`config.mk`:
```
export PLATFORM = sky130hd
export DESIGN_NAME = nn_mlp_seq
export DESIGN_NICKNAME = d
export VERILOG_FILES = /design/src/rtl/nn_pkg.sv /design/src/rtl/nn_mac_unit.sv /design/src/rtl/nn_mlp_seq.sv
export SDC_FILE = /design/constraint.sdc
export NUM_CORES = 1
export LEC_CHECK = 0
export CAP_MARGIN = 15
export CORE_MARGIN = 2
export CORE_UTILIZATION = 55
export CTS_BUF_LIST = sky130_fd_sc_hd__clkbuf_16
export DETAILED_ROUTE_END_ITERATION = 10
export DONT_BUFFER_PORTS = 1
export PLACE_DENSITY = 0.81
export SYNTH_ARGS = -nofsm -noshare
export SYNTH_HDL_FRONTEND = slang
export SYNTH_SLANG_ARGS = --single-unit
```
`constraint.sdc`:
```
create_clock -name clk -period 14.35 [get_ports clk]
set_input_delay 2.1525 -clock clk [delete_from_list [all_inputs] [get_ports clk]]
set_output_delay 2.1525 -clock clk [all_outputs]
set_load 0.02 [all_outputs]
```
`src/rtl/nn_pkg.sv`:
```
// nn_pkg: shared types and helpers for the sequential perceptron.
// FSM state enum, ReLU/saturation helpers and the layer-2 weight base.
package nn_pkg;

    typedef enum logic [2:0] {
        S_IDLE,
        S_LOAD,
        S_L1,
        S_L2,
        S_EMIT
    } state_t;

    // Clamp v to [0, 2^(w-1)-1].
    function automatic logic signed [31:0] relu_sat(
        input logic signed [31:0] v,
        input int                 w
    );
        logic signed [31:0] hi;
        hi = (32'sd1 <<< (w - 1)) - 32'sd1;
        if (v < 0) return '0;
        if (v > hi) return hi;
        return v;
    endfunction

    // Clamp v to [-2^(w-1), 2^(w-1)-1].
    function automatic logic signed [31:0] sat_s(
        input logic signed [31:0] v,
        input int                 w
    );
        logic signed [31:0] hi;
        logic signed [31:0] lo;
        hi = (32'sd1 <<< (w - 1)) - 32'sd1;
        lo = -hi - 32'sd1;
        if (v < lo) return lo;
        if (v > hi) return hi;
        return v;
    endfunction

    // First layer-2 weight address; layer 1 occupies everything below.
    function automatic int l2_base(input int n_in, input int n_hid);
        return n_hid * (n_in + 1);
    endfunction

endpackage

```
`src/rtl/nn_mac_unit.sv`:
```
// nn_mac_unit: shared multiply-accumulate with per-layer shift and clamp.
// Layer flag picks the operand extension; both writeback values are offered.
module nn_mac_unit
    import nn_pkg::*;
#(
    parameter int IN_W   = 6,
    parameter int ACT_W  = 7,
    parameter int OUT_W  = 8,
    parameter int W_W    = 8,
    parameter int ACC_W  = 24,
    parameter int SHIFT1 = 4,
    parameter int SHIFT2 = 4
) (
    input  logic                    clk,
    input  logic                    rst_n,
    input  logic                    i_clr,
    input  logic                    i_en,
    input  logic                    i_bias,
    input  logic                    i_wb,
    input  logic                    i_layer2,
    input  logic signed [W_W-1:0]   i_w,
    input  logic [IN_W-1:0]         i_xu,
    input  logic signed [ACT_W-1:0] i_xs,
    output logic signed [ACT_W-1:0] o_h,
    output logic signed [OUT_W-1:0] o_y
);

    logic signed [ACC_W-1:0] r_acc;
    logic signed [ACC_W-1:0] w_xe;
    logic signed [ACC_W-1:0] w_we;
    logic signed [ACC_W-1:0] w_prod;
    logic signed [ACC_W-1:0] w_term;
    logic signed [ACC_W-1:0] w_sum;
    logic signed [ACC_W-1:0] w_s1;
    logic signed [ACC_W-1:0] w_s2;

    // Operand extension, product/bias term, next sum and clamped results.
    always_comb begin
        w_xe   = i_layer2 ? ACC_W'(i_xs) : $signed(ACC_W'({1'b0, i_xu}));
        w_we   = ACC_W'(i_w);
        w_prod = w_we * w_xe;
        w_term = i_bias ? w_we : w_prod;
        w_sum  = r_acc + w_term;
        w_s1   = w_sum >>> SHIFT1;
        w_s2   = w_sum >>> SHIFT2;
        o_h    = ACT_W'(relu_sat(32'(w_s1), ACT_W));
        o_y    = OUT_W'(sat_s(32'(w_s2), OUT_W));
    end

    // Accumulator: restarts at every neuron writeback and outside MAC states.
    always_ff @(posedge clk or negedge rst_n) begin
        if (!rst_n) begin
            r_acc <= '0;
        end else if (i_clr || i_wb) begin
            r_acc <= '0;
        end else if (i_en) begin
            r_acc <= w_sum;
        end
    end

endmodule

```
`src/rtl/nn_mlp_seq.sv`:
```
// nn_mlp_seq: time-multiplexed two-layer perceptron with one shared MAC.
// Define NN_ARGMAX_EN to add class_idx/class_valid argmax outputs.
module nn_mlp_seq
    import nn_pkg::*;
#(
    parameter int N_IN   = 80,
    parameter int N_HID  = 27,
    parameter int N_OUT  = 10,
    parameter int IN_W   = 6,
    parameter int ACT_W  = 7,
    parameter int OUT_W  = 8,
    parameter int W_W    = 8,
    parameter int ACC_W  = 24,
    parameter int SHIFT1 = 4,
    parameter int SHIFT2 = 4,
    parameter int WA_W   = 12
) (
    input  logic                    clk,
    input  logic                    rst_n,
    input  logic                    start,
    output logic                    busy,
    input  logic [IN_W-1:0]         in_data,
    input  logic                    in_valid,
    output logic                    in_ready,
    output logic [WA_W-1:0]         w_addr,
    input  logic [W_W-1:0]          w_data,
    output logic signed [OUT_W-1:0] out_data,
    output logic                    out_valid,
    input  logic                    out_ready,
    output logic                    out_last
`ifdef NN_ARGMAX_EN
    ,
    output logic [$clog2(N_OUT)-1:0] class_idx,
    output logic                     class_valid
`endif
);

    localparam int FMAX = (N_IN > N_HID) ? N_IN : N_HID;
    localparam int CMAX = (FMAX + 2 > N_OUT) ? FMAX + 2 : N_OUT;
    localparam int CW   = $clog2(CMAX + 1);
    localparam int XIW  = $clog2(N_IN);
    localparam int HIW  = $clog2(N_HID);
    localparam int YIW  = $clog2(N_OUT);

    state_t r_state;
    state_t w_next;

    logic [CW-1:0]   r_i;
    logic [CW-1:0]   r_n;
    logic [WA_W-1:0] r_waddr;

    logic [IN_W-1:0]         r_x [N_IN];
    logic signed [ACT_W-1:0] r_h [N_HID];
    logic signed [OUT_W-1:0] r_y [N_OUT];

    logic                    w_l1;
    logic                    w_l2;
    logic                    w_mac;
    logic [CW-1:0]           w_fan;
    logic                    w_issue;
    logic                    w_cons;
    logic                    w_wb;
    logic                    w_nlast;
    logic [CW-1:0]           w_xi;
    logic [IN_W-1:0]         w_xu;
    logic signed [ACT_W-1:0] w_xs;
    logic                    w_in_hs;
    logic                    w_olast;
    logic signed [ACT_W-1:0] w_h;
    logic signed [OUT_W-1:0] w_y;

    // Issue/consume/writeback strobes; counter c issues c and consumes c-1.
    always_comb begin
        w_l1    = (r_state == S_L1);
        w_l2    = (r_state == S_L2);
        w_mac   = w_l1 || w_l2;
        w_fan   = w_l2 ? CW'(N_HID) : CW'(N_IN);
        w_issue = w_mac && (r_i <= w_fan);
        w_cons  = w_mac && (r_i != '0);
        w_wb    = w_mac && (r_i == w_fan + 1'b1);
        w_nlast = w_l2 ? (r_n == CW'(N_OUT - 1))
                       : (r_n == CW'(N_HID - 1));
        w_xi    = r_i - 1'b1;
        w_xu    = (w_xi < CW'(N_IN)) ? r_x[XIW'(w_xi)] : '0;
        w_xs    = (w_xi < CW'(N_HID)) ? r_h[HIW'(w_xi)] : '0;
        w_in_hs = in_valid && (r_state == S_LOAD);
        w_olast = (r_state == S_EMIT) && (r_n == CW'(N_OUT - 1));
    end

    nn_mac_unit #(
        .IN_W   (IN_W),
        .ACT_W  (ACT_W),
        .OUT_W  (OUT_W),
        .W_W    (W_W),
        .ACC_W  (ACC_W),
        .SHIFT1 (SHIFT1),
        .SHIFT2 (SHIFT2)
    ) u_mac (
        .clk      (clk),
        .rst_n    (rst_n),
        .i_clr    (!w_mac),
        .i_en     (w_cons),
        .i_bias   (w_wb),
        .i_wb     (w_wb),
        .i_layer2 (w_l2),
        .i_w      (w_data),
        .i_xu     (w_xu),
        .i_xs     (w_xs),
        .o_h      (w_h),
        .o_y      (w_y)
    );

    // FSM state register.
    always_ff @(posedge clk or negedge rst_n) begin
        if (!rst_n) begin
            r_state <= S_IDLE;
        end else begin
            r_state <= w_next;
        end
    end

    // Next state and handshake outputs.
    always_comb begin
        w_next    = r_state;
        busy      = (r_state != S_IDLE);
        in_ready  = (r_state == S_LOAD);
        out_valid = (r_state == S_EMIT);
        out_last  = w_olast;
        out_data  = '0;
        w_addr    = r_waddr;
        unique case (r_state)
            S_IDLE: if (start) w_next = S_LOAD;
            S_LOAD: if (in_valid && r_i == CW'(N_IN - 1)) w_next = S_L1;
            S_L1:   if (w_wb && w_nlast) w_next = S_L2;
            S_L2:   if (w_wb && w_nlast) w_next = S_EMIT;
            S_EMIT: begin
                out_data = r_y[YIW'(r_n)];
                if (out_ready && w_olast) w_next = S_IDLE;
            end
            default: w_next = S_IDLE;
        endcase
    end

    // Input/neuron counters and the running weight address.
    always_ff @(posedge clk or negedge rst_n) begin
        if (!rst_n) begin
            r_i     <= '0;
            r_n     <= '0;
            r_waddr <= '0;
        end else begin
            case (r_state)
                S_IDLE: begin
                    r_i     <= '0;
                    r_n     <= '0;
                    r_waddr <= '0;
                end
                S_LOAD: begin
                    if (in_valid) begin
                        r_i <= (r_i == CW'(N_IN - 1)) ? '0 : r_i + 1'b1;
                    end
                end
                S_L1, S_L2: begin
                    if (w_issue) r_waddr <= r_waddr + 1'b1;
                    if (w_wb) begin
                        r_i <= '0;
                        r_n <= w_nlast ? '0 : r_n + 1'b1;
                        if (w_l1 && w_nlast) begin
                            r_waddr <= WA_W'(l2_base(N_IN, N_HID));
                        end
                    end else begin
                        r_i <= r_i + 1'b1;
                    end
                end
                S_EMIT: begin
                    if (out_ready) r_n <= w_olast ? '0 : r_n + 1'b1;
                end
                default: begin
                    r_i <= '0;
                    r_n <= '0;
                end
            endcase
        end
    end

    // Feature, hidden and output register files (not reset).
    always_ff @(posedge clk) begin
        if (w_in_hs) r_x[XIW'(r_i)] <= in_data;
        if (w_wb && w_l1) r_h[HIW'(r_n)] <= w_h;
        if (w_wb && w_l2) r_y[YIW'(r_n)] <= w_y;
    end

`ifdef NN_ARGMAX_EN
    logic signed [OUT_W-1:0] r_max;
    logic [YIW-1:0]          r_idx;

    // Running maximum over layer-2 writebacks; strict > keeps lowest index.
    always_ff @(posedge clk or negedge rst_n) begin
        if (!rst_n) begin
            r_max <= '0;
            r_idx <= '0;
        end else if (w_wb && w_l2 && (r_n == '0 || w_y > r_max)) begin
            r_max <= w_y;
            r_idx <= YIW'(r_n);
        end
    end

    assign class_idx   = r_idx;
    assign class_valid = out_ready && w_olast;
`endif

endmodule

```
Yosys cells after proc, flatten, opt, wreduce, memory -nomap -nowiden
Memory sizes are Yosys's and may differ from the RTL's. Index checks and enable logic that the tools add are counted.

Input port bits: 19. Register bits after elaboration: 53. Memory bits (writable): 749. Memories: 3. Output and inout bits: 24.

Memories: r_x (words 80, bits a word 6, read ports 1, clocked after Yosys merged registers in 0, write ports 1, line nn_mlp_seq.sv:52) `logic [IN_W-1:0] r_x [N_IN];`; r_h (words 27, bits a word 7, read ports 1, clocked after Yosys merged registers in 0, write ports 1, line nn_mlp_seq.sv:53) `logic signed [ACT_W-1:0] r_h [N_HID];`; r_y (words 10, bits a word 8, read ports 1, clocked after Yosys merged registers in 0, write ports 1, line nn_mlp_seq.sv:54) `logic signed [OUT_W-1:0] r_y [N_OUT];`.

Multiply operators: 1. Bitwise logic cells: 2. Add/subtract/negate cells: 6. Reduce and logical (&&, ||, !) cells: 23. Order comparisons: 7. Eq/ne operators: 16. Multiplexer cells: 48.

Operators with widths (number): 24-bit 2-to-1 mux (4); 7-bit 2-to-1 mux (13); 7-bit case mux with 3 select lines (2); 8-bit 2-to-1 mux (5); 12-bit 2-to-1 mux (3); 24-bit adder (1); 8-bit by 24-bit multiplier with 24-bit output (1); 12-bit case mux with 2 select lines (1); 7-bit by 1-bit adder with 7-bit output (second input constant) (3); 20-bit by 7-bit greater-than comparator with 1-bit output (second input constant) (1); 20-bit by 8-bit greater-than comparator with 1-bit output (second input constant) (1); 20-bit by 1-bit less-than comparator with 1-bit output (second input constant) (1); 20-bit by 8-bit less-than comparator with 1-bit output (second input constant) (1); 3-bit 2-to-1 mux (5); 3-bit case mux with 5 select lines (1); 1-bit 2-to-1 mux (13); 12-bit by 1-bit adder with 12-bit output (second input constant) (1); 1-bit logical AND (11); 2-bit by 1-bit != test with 1-bit output (second input constant) (5); 7-bit by 4-bit equality test with 1-bit output (second input constant) (1); 7-bit by 5-bit equality test with 1-bit output (second input constant) (1); 7-bit equality test (1); 7-bit equality test (second input constant) (1); 7-bit less-or-equal comparator (1); 19 further kinds (25).

Logic depth before layout (Yosys ltp)
Gate-level depths: netlist of run 1.

Depth after elaboration: 12. Gate-level depth with buffers: 49. Depth with buffers taken out: 38.

By module
A second synthesis of run 1 with hierarchy kept.

Cell total of the unflattened synthesis: 2317. Area total of the unflattened synthesis: 36561.3 um^2.

Modules (own cells, without submodules): nn_mlp_seq (sequential area each 23217.3 um^2, area each 31463.9 um^2, cells each 1728, instances 1); nn_mac_unit (sequential area each 600.6 um^2, area each 5097.4 um^2, cells each 589, instances 1).

Worst setup path before layout of run 1
No wires, ideal clock.

Path type: register to register. Start point: register r_i[0]. End point: memory r_h[0][0] (data pin). Setup slack: 4.123 ns. Arrival time: 9.859 ns. Cell stages (with the launch flop): 46. Data required time: 13.982 ns. Buffers on the path: 10. Path through: dfrtp_1 > buf_6 > buf_8 > buf_4 > buf_4 > buf_6 > inv_1 > ha_1 > buf_2 > buf_2 > clkbuf_1 > mux4_2 > a211oi_1 > a21oi_1 > a211oi_2 > a21oi_1 > a221oi_4 > nor2b_1 > (+10 left out) > a21oi_1 > o21ai_0 > a21oi_1 > o2111ai_1 > a211oi_1 > o31ai_1 > ha_1 > clkbuf_1 > nand2_1 > o21ai_1 > o21ai_0 > a31oi_1 > mux2i_1 > nand2_1 > nand2_1 > nor2_2 > buf_6 > a31oi_1.

Longest elaborated chain between the ends: 12. Elaborated cells between the ends (all ways): 21. Those cells by class: add/sub (2); mul (1); order compare (4); eq/ne (1); mux (10); reduce/logical (1); memory (2).

Ends and longest elaborated chain: start, declared (line nn_mlp_seq.sv:48) `logic [CW-1:0] r_i;`; start signal, assigned (line nn_mlp_seq.sv:159) `r_i <= (r_i == CW'(N_IN - 1)) ? '0 : r_i + 1'b1;`; start signal, assigned (line nn_mlp_seq.sv:171) `r_i <= r_i + 1'b1;`; 7-bit by 1-bit subtractor with 7-bit output (line nn_mlp_seq.sv:83) `w_xi = r_i - 1'b1;`; memory 80 x 6 bit (tied with other cells); 6-bit 2-to-1 mux or 7-bit 2-to-1 mux (tied branches) (line nn_mlp_seq.sv:84, nn_mlp_seq.sv:85); 24-bit 2-to-1 mux (line nn_mac_unit.sv:39) `w_xe = i_layer2 ? ACC_W'(i_xs) : $signed(ACC_W'({1'b0, i_xu}));`; 8-bit by 24-bit multiplier with 24-bit output (line nn_mac_unit.sv:41) `w_prod = w_we * w_xe;`; 24-bit 2-to-1 mux * (line nn_mac_unit.sv:42) `w_term = i_bias ? w_we : w_prod;`; 24-bit adder * (line nn_mac_unit.sv:43) `w_sum = r_acc + w_term;`; 20-bit by 7-bit greater-than comparator with 1-bit output (line nn_pkg.sv:21) `if (v > hi) return hi;`; 1-bit 2-to-1 mux (2 in a row) (line nn_pkg.sv:21); 7-bit 2-to-1 mux (line nn_pkg.sv:22) `return v;`; 7-bit 2-to-1 mux * (line nn_pkg.sv:21); named net u_mac.o_h[0] (line nn_mac_unit.sv:24) `output logic signed [ACT_W-1:0] o_h,`; end, declared (line nn_mlp_seq.sv:53).

Mark *: on every way through the listed nets, which the timed path passes. The rest lies on a longest branch. The select of a mux whose other input is x is not followed.

Worst setup path after layout of run 1
Start point: register r_i[0]. End point: memory r_h[3][2] (data pin).

The elaborated chain is that of the path after synthesis.

==> flow_summary.json, run 1 <==
{
  "status": "completed",
  "chipHeight_um": 263,
  "worstPathArrival_ps": 12470,
  "wl_per_cell_um": 25.0,
  "synth-async-reset-ratio_pct": 6.61,
  "fraction_of_the_mapped_netlist_area_in_compound_gates_pct": 6.87,
  "critPathSlowestCell": "ha_4",
  "tritoncts": "built",
  "synth_largest_type_area_fraction_pct": 60.8,
  "report.final.setup_viol": 0,
  "synth_ff_type": "edfxtp_1",
  "post_synth_xor_area_fraction_pct": 0.754,
  "detailroute.via_count": 20900,
  "io_buffer_count": 0,
  "post-cts-setup-buffer-count": 0,
  "post_synth_mux_area_share_pct": 12.5,
  "clk_latency_ps": 640,
  "synth-seq-cells": 802,
  "global_route.usage.met2_pct": 41.1,
  "yosys-top-cells-count": "edfxtp_1, nor2_1, mux4_2, nand2_1, a21oi_1",
  "ys_top_cells_by_area": "edfxtp_1, mux4_2, dfrtp_1",
  "final_routed_drc_violation_total": 0,
  "i_o_pin_count": 43,
  "synth_sequential_area_ratio_pct": 64.4,
  "synth_simple_gate_area_share_pct": 7.35,
  "grt_start_max_net_pins": 116,
  "drive_above_1_share_pct": 14.5,
  "gr_util_met3_pct": 4.47,
  "routed_wl_mm": 82.4,
  "clock_tree.buffer_depth": 3,
  "fillerInstances": 4632,
  "slew_headroom_pct": 22.5,
  "synth_warnings": 0,
  "htree_levels": 3,
  "nNetsFinal": 2500,
  "synth.lib_cells_used.distinct": 79,
  "routed_vias_inst": 6.36,
  "timing.final.max_slew_violations": 0,
  "flow.area_growth_from_synthesis_pct": 9.03,
  "drt-initial-drc-count": 2039,
  "post-route-worst-setup-slack_ps": 2060,
  "core_area_um2": 66900,
  "first_pass_iters": 9,
  "fin_crit_sh_pct": 85.7,
  "synth.avg_cell_area_um2": 15.8,
  "reg2regPathDepth": 38,
  "clk_pin_slew_ps": 70,
  "first_global_vias": 21300,
  "crit_path_end_kind": "flip-flop",
  "synth_area_um2": 37000,
  "cts_hold_buffers": 0,
  "synth_edf_count": 749,
  "die_width_um": 263,
  "setup.worst_path.class": "reg2reg",
  "synth_top_area_cell": "edfxtp_1",
  "post_synth_fa_ha_maj_area_fraction_pct": 5.33,
  "worstHoldPathType": "reg2reg",
  "finalSetupTns_ps": 0,
  "die_area_um2": 69300,
  "max_slew.worst_pin.slew_ps": 1160,
  "max_stage_delay_ps": 880,
  "global_route.usage.total_pct": 24.0,
  "antenna_found_initial": 0,
  "globalRouteMet1Util_pct": 31.4,
  "drv.max_cap_violation_count": 0,
  "gp_congestion": 0.888,
  "skew_ps": 24.8,
  "postRouteAntennaNets": 0,
  "syn-instance-count": 2345,
  "globalRoute.totalOverflow": 0,
  "maximum_clock_rate_mhz": 81.3,
  "cts_repair_resize_count": 0,
  "layout_min_cycle_time_ps": 12290,
  "rows": 95,
  "grt_busiest_layer": "met2",
  "clock_sinks": 802,
  "dpl.hpwl_mm": 51.9,
  "critical_path_peak_fanout": 52,
  "synth_most_common_cell": "edfxtp_1",
  "timing.critical_path.required_ps": 14520,
  "final_hold_viol_count": 0,
  "start_util_pct": 55.3,
  "place_worst_setup_slack_ps": 2200,
  "hold_path_depth": 1,
  "rsz0062_at_grt": "no",
  "synth_top_family_by_area": "multiplexers",
  "tritoncts.num_buffers": 78,
  "ctsRootBufferMaster": "clkbuf_16",
  "start_kind": "flip-flop",
  "wire_length_of_the_first_global_routing_pass_mm": 127
}
through the flow:
stage	instances	util [%]	hold slack, ps	instance area, um^2
3_3_place_gp	3147	56.5	466	37800
3_5_place_dp	3147	56.5	478	37800
4_1_cts	3291	60.2	487	40300
6_report	3295	60.3	493	40300
5_1_grt	3294	60.3	501	40300
2_1_floorplan	2371	-	446	37100
cell usage in the layout (no fill, tap or decap), types with 67 or more instances in the layout:
| cell type | n |
|---|---|
| inv_1 | 117 |
| a21oi_1 | 112 |
| clkbuf_16 | 80 |
| mux4_2 | 178 |
| a211oi_1 | 85 |
| nor2b_1 | 95 |
| edfxtp_1 | 749 |
| nor2_1 | 202 |
| ha_1 | 67 |
| nand2_1 | 119 |
logic make-up after synthesis:
| family | after synthesis |
|---|---|
| flops | 802 |
| xor+xnor | 31 |
| compound gates | 371 |
| fa+ha+maj | 124 |
| other cells | 1 |
| buf+inv | 218 |
| mux | 239 |
| simple gates | 559 |
registers in the layout (all words and copies together), names as in the netlist:
signal       cells
r_h            189
r_i              7
r_n              7
u_mac.r_acc     24
r_y             80
r_state          3
w_addr          12
r_x            480
final cells by class:
cell class                 count  area, um^2  share of cell area, %
multi-input combinational   1351       12300                   30.6
sequential                   802       23800                   59.1
clock buffer                  80        2000                   4.96
timing repair buffer          21         194                  0.481
inverter                     103         387                  0.959
clock inverter                64         482                   1.19
antenna                        1        2.50                0.00621
tap                          873        1090                   2.71
path summary, 6_finish.rpt:
path | slack, ps | to | from
max | 2060 | r_h[3][2] | r_i[0]
min | 490 | r_n[6] | r_n[6]
max reg2reg | 2060 | r_h[3][2] | r_i[0]
min reg2reg | 490 | r_n[6] | r_n[6]
max in group asynchronous | 12990 | r_i[0] | rst_n
min in group asynchronous | 1210 | u_mac.r_acc[20] | rst_n
layer usage:
layer / up-vias / part of all wire [%]
li1: 9068 / -
met1: 10700 / 39
met2: 990 / 52
met3: 185 / 7.0
met4: 0 / 2.9
met5: - / 0
critical path, delay by kind of cell (launching register included):
kind,cells,cell delay (ps)
xor gates and xnor gates,1,110
DFF,1,710
adders and majority gates,7,3630
and+or+nand+nor,7,1710
muxes,1,370
AOI/OAI and AO/OA,16,4260
buffers and inverters,6,970
Power of run 1 is not shown: default switching activity piles up to over one toggle a cycle in this logic, so the estimate is an artifact.
==> run 2: changes to the inputs <==
- CORE_ASPECT_RATIO: not set -> 0.7
==> run 2 against run 1 <==
Clock skew is 13 ps higher. Global-route usage is 0.27 points higher. Register-to-register slack worse by 60 ps. Critical endpoint is now r_h[25][2].
==> flow_summary.json, run 2 (same netlist as run 1, synthesis figures left out) <==
{
  "i_o_pin_count": 43,
  "wl_per_cell_um": 25.5,
  "drt-initial-drc-count": 3006,
  "critical_path_peak_fanout": 42,
  "skew_ps": 38.0,
  "ctsRootBufferMaster": "clkbuf_16",
  "globalRouteMet1Util_pct": 36.1,
  "final_hold_viol_count": 0,
  "grt_busiest_layer": "met1",
  "io_buffer_count": 0,
  "timing.final.max_slew_violations": 0,
  "post-route-worst-setup-slack_ps": 2000,
  "worstHoldStart": "r_n[6]",
  "clk_pin_slew_ps": 60,
  "die_area_um2": 69400,
  "biggest_registers_after_layout": "r_x (480), r_h (189), r_y (80)",
  "drv.max_cap_violation_count": 0,
  "fin_crit_sh_pct": 86.1,
  "first_global_vias": 20900,
  "max_slew.worst_pin.slew_ps": 1150,
  "largest_register_ff_count": 480,
  "cts_hold_buffers": 0,
  "clock_sinks": 802,
  "finalSetupTns_ps": 0,
  "chipHeight_um": 221,
  "gp_congestion": 0.902,
  "maximum_clock_rate_mhz": 81.0,
  "layout.cells.most_common": "edfxtp_1",
  "worstPathArrival_ps": 12520,
  "clock_tree.buffer_depth": 3,
  "nNetsFinal": 2497,
  "slew_headroom_pct": 22.9,
  "global_route.usage.total_pct": 24.3,
  "max_stage_delay_ps": 940,
  "setup.worst_path.class": "reg2reg",
  "r2r-start": "r_i[0]",
  "dpl.hpwl_mm": 53.4,
  "r2r_end": "r_h[25][2]",
  "gr_util_met3_pct": 6.86,
  "antenna_found_initial": 0,
  "start_util_pct": 55.6,
  "worstHoldPathType": "reg2reg",
  "cts_repair_resize_count": 0,
  "start_kind": "flip-flop",
  "report.final.setup_viol": 0,
  "clk_latency_ps": 630,
  "routed_vias_inst": 6.48,
  "layout_min_cycle_time_ps": 12350,
  "top_library_cells_by_usage_in_the_layout_fill_and_taps_aside": "edfxtp_1, nor2_1, mux4_2",
  "end_point_of_the_worst_hold_path": "r_n[6]",
  "drive_above_1_share_pct": 14.1,
  "wire_length_of_the_first_global_routing_pass_mm": 128,
  "routed_wl_mm": 84.0,
  "postRouteAntennaNets": 0,
  "first_pass_iters": 8,
  "flow.area_growth_from_synthesis_pct": 8.64,
  "tritoncts": "built",
  "rows": 79,
  "reg2regPathDepth": 38,
  "crit_path_end_kind": "flip-flop",
  "r2r_setup_slack_ps": 2000,
  "max_flop_register": "r_x",
  "tritoncts.num_buffers": 71,
  "detailroute.via_count": 21400,
  "core_area_um2": 66500,
  "hold_path_depth": 1,
  "status": "completed",
  "place_worst_setup_slack_ps": 2210,
  "post-cts-setup-buffer-count": 0,
  "timing.critical_path.required_ps": 14520,
  "antennaDiodeCount": 0,
  "grt_start_max_net_pins": 81,
  "global_route.usage.met2_pct": 35.9,
  "rsz0062_at_grt": "no",
  "globalRoute.totalOverflow": 0,
  "htree_levels": 3,
  "final_routed_drc_violation_total": 0,
  "die_width_um": 314,
  "critPathSlowestCell": "dfrtp_4"
}
[run 2: changes by cell type in the layout (fill, tap and decap cells not counted), moves of 2 or more]
cell	before	now
buf_4	16	19
bufinv_16	5	7
clkbuf_16	80	72
clkinv_1	22	20
clkinv_2	14	7
clkinvlp_4	2	0
inv_1	117	114
inv_6	1	4
[run 2: metal layers]
metal,vias to the layer above,share of wire (%)
li1,9040,-
met1,10800,40
met2,1399,45
met3,148,13
met4,0,2.0
met5,-,0
[run 2: area by class of cell]
| class | count | area [um^2] |
|---|---|---|
| fill | 4617 | 26300 |
| sequential | 802 | 23800 |
| multi-input combinational | 1351 | 12300 |
| clock buffer | 72 | 1800 |
| tap | 891 | 1110 |
| clock inverter | 53 | 472 |
| inverter | 103 | 387 |
| timing repair buffer | 25 | 240 |
[run 2: critical path: cells and delay by family, from the launching register on]
kind / cells / cell delay, ps
AO/OA/AOI/OAI: 16 / 4420
adder cells (fa/ha/maj): 7 / 3560
AND/OR/NAND/NOR: 7 / 1650
flip-flops: 1 / 940
buffers and inverters: 6 / 800
multiplexers: 1 / 350
XOR/XNOR: 1 / 120
[run 2: worst max-delay path by stage]
| stage | from | slack (ps) | to |
|---|---|---|---|
| after floorplan | r_i[0] | 4120 | r_h[0][0] |
| after global placement | r_i[0] | 2520 | r_h[3][3] |
| after detailed placement | r_i[0] | 2210 | r_h[1][3] |
| after CTS | r_i[0] | 2140 | r_h[26][1] |
| after global routing | r_i[0] | 1150 | r_h[8][0] |
| final | r_i[0] | 2000 | r_h[25][2] |
[run 2: through the flow]
| step | std cells | util [%] | instance area, um^2 | hold slack [ps] |
|---|---|---|---|---|
| floorplan | 2371 | - | 37100 | 446 |
| global placement | 3169 | 56.9 | 37900 | 469 |
| detailed placement | 3169 | 56.9 | 37900 | 478 |
| CTS | 3294 | 60.3 | 40100 | 486 |
| global route | 3297 | 60.4 | 40200 | 527 |
| finish | 3297 | 60.4 | 40200 | 489 |
Power of run 2 is left out for the same reason.
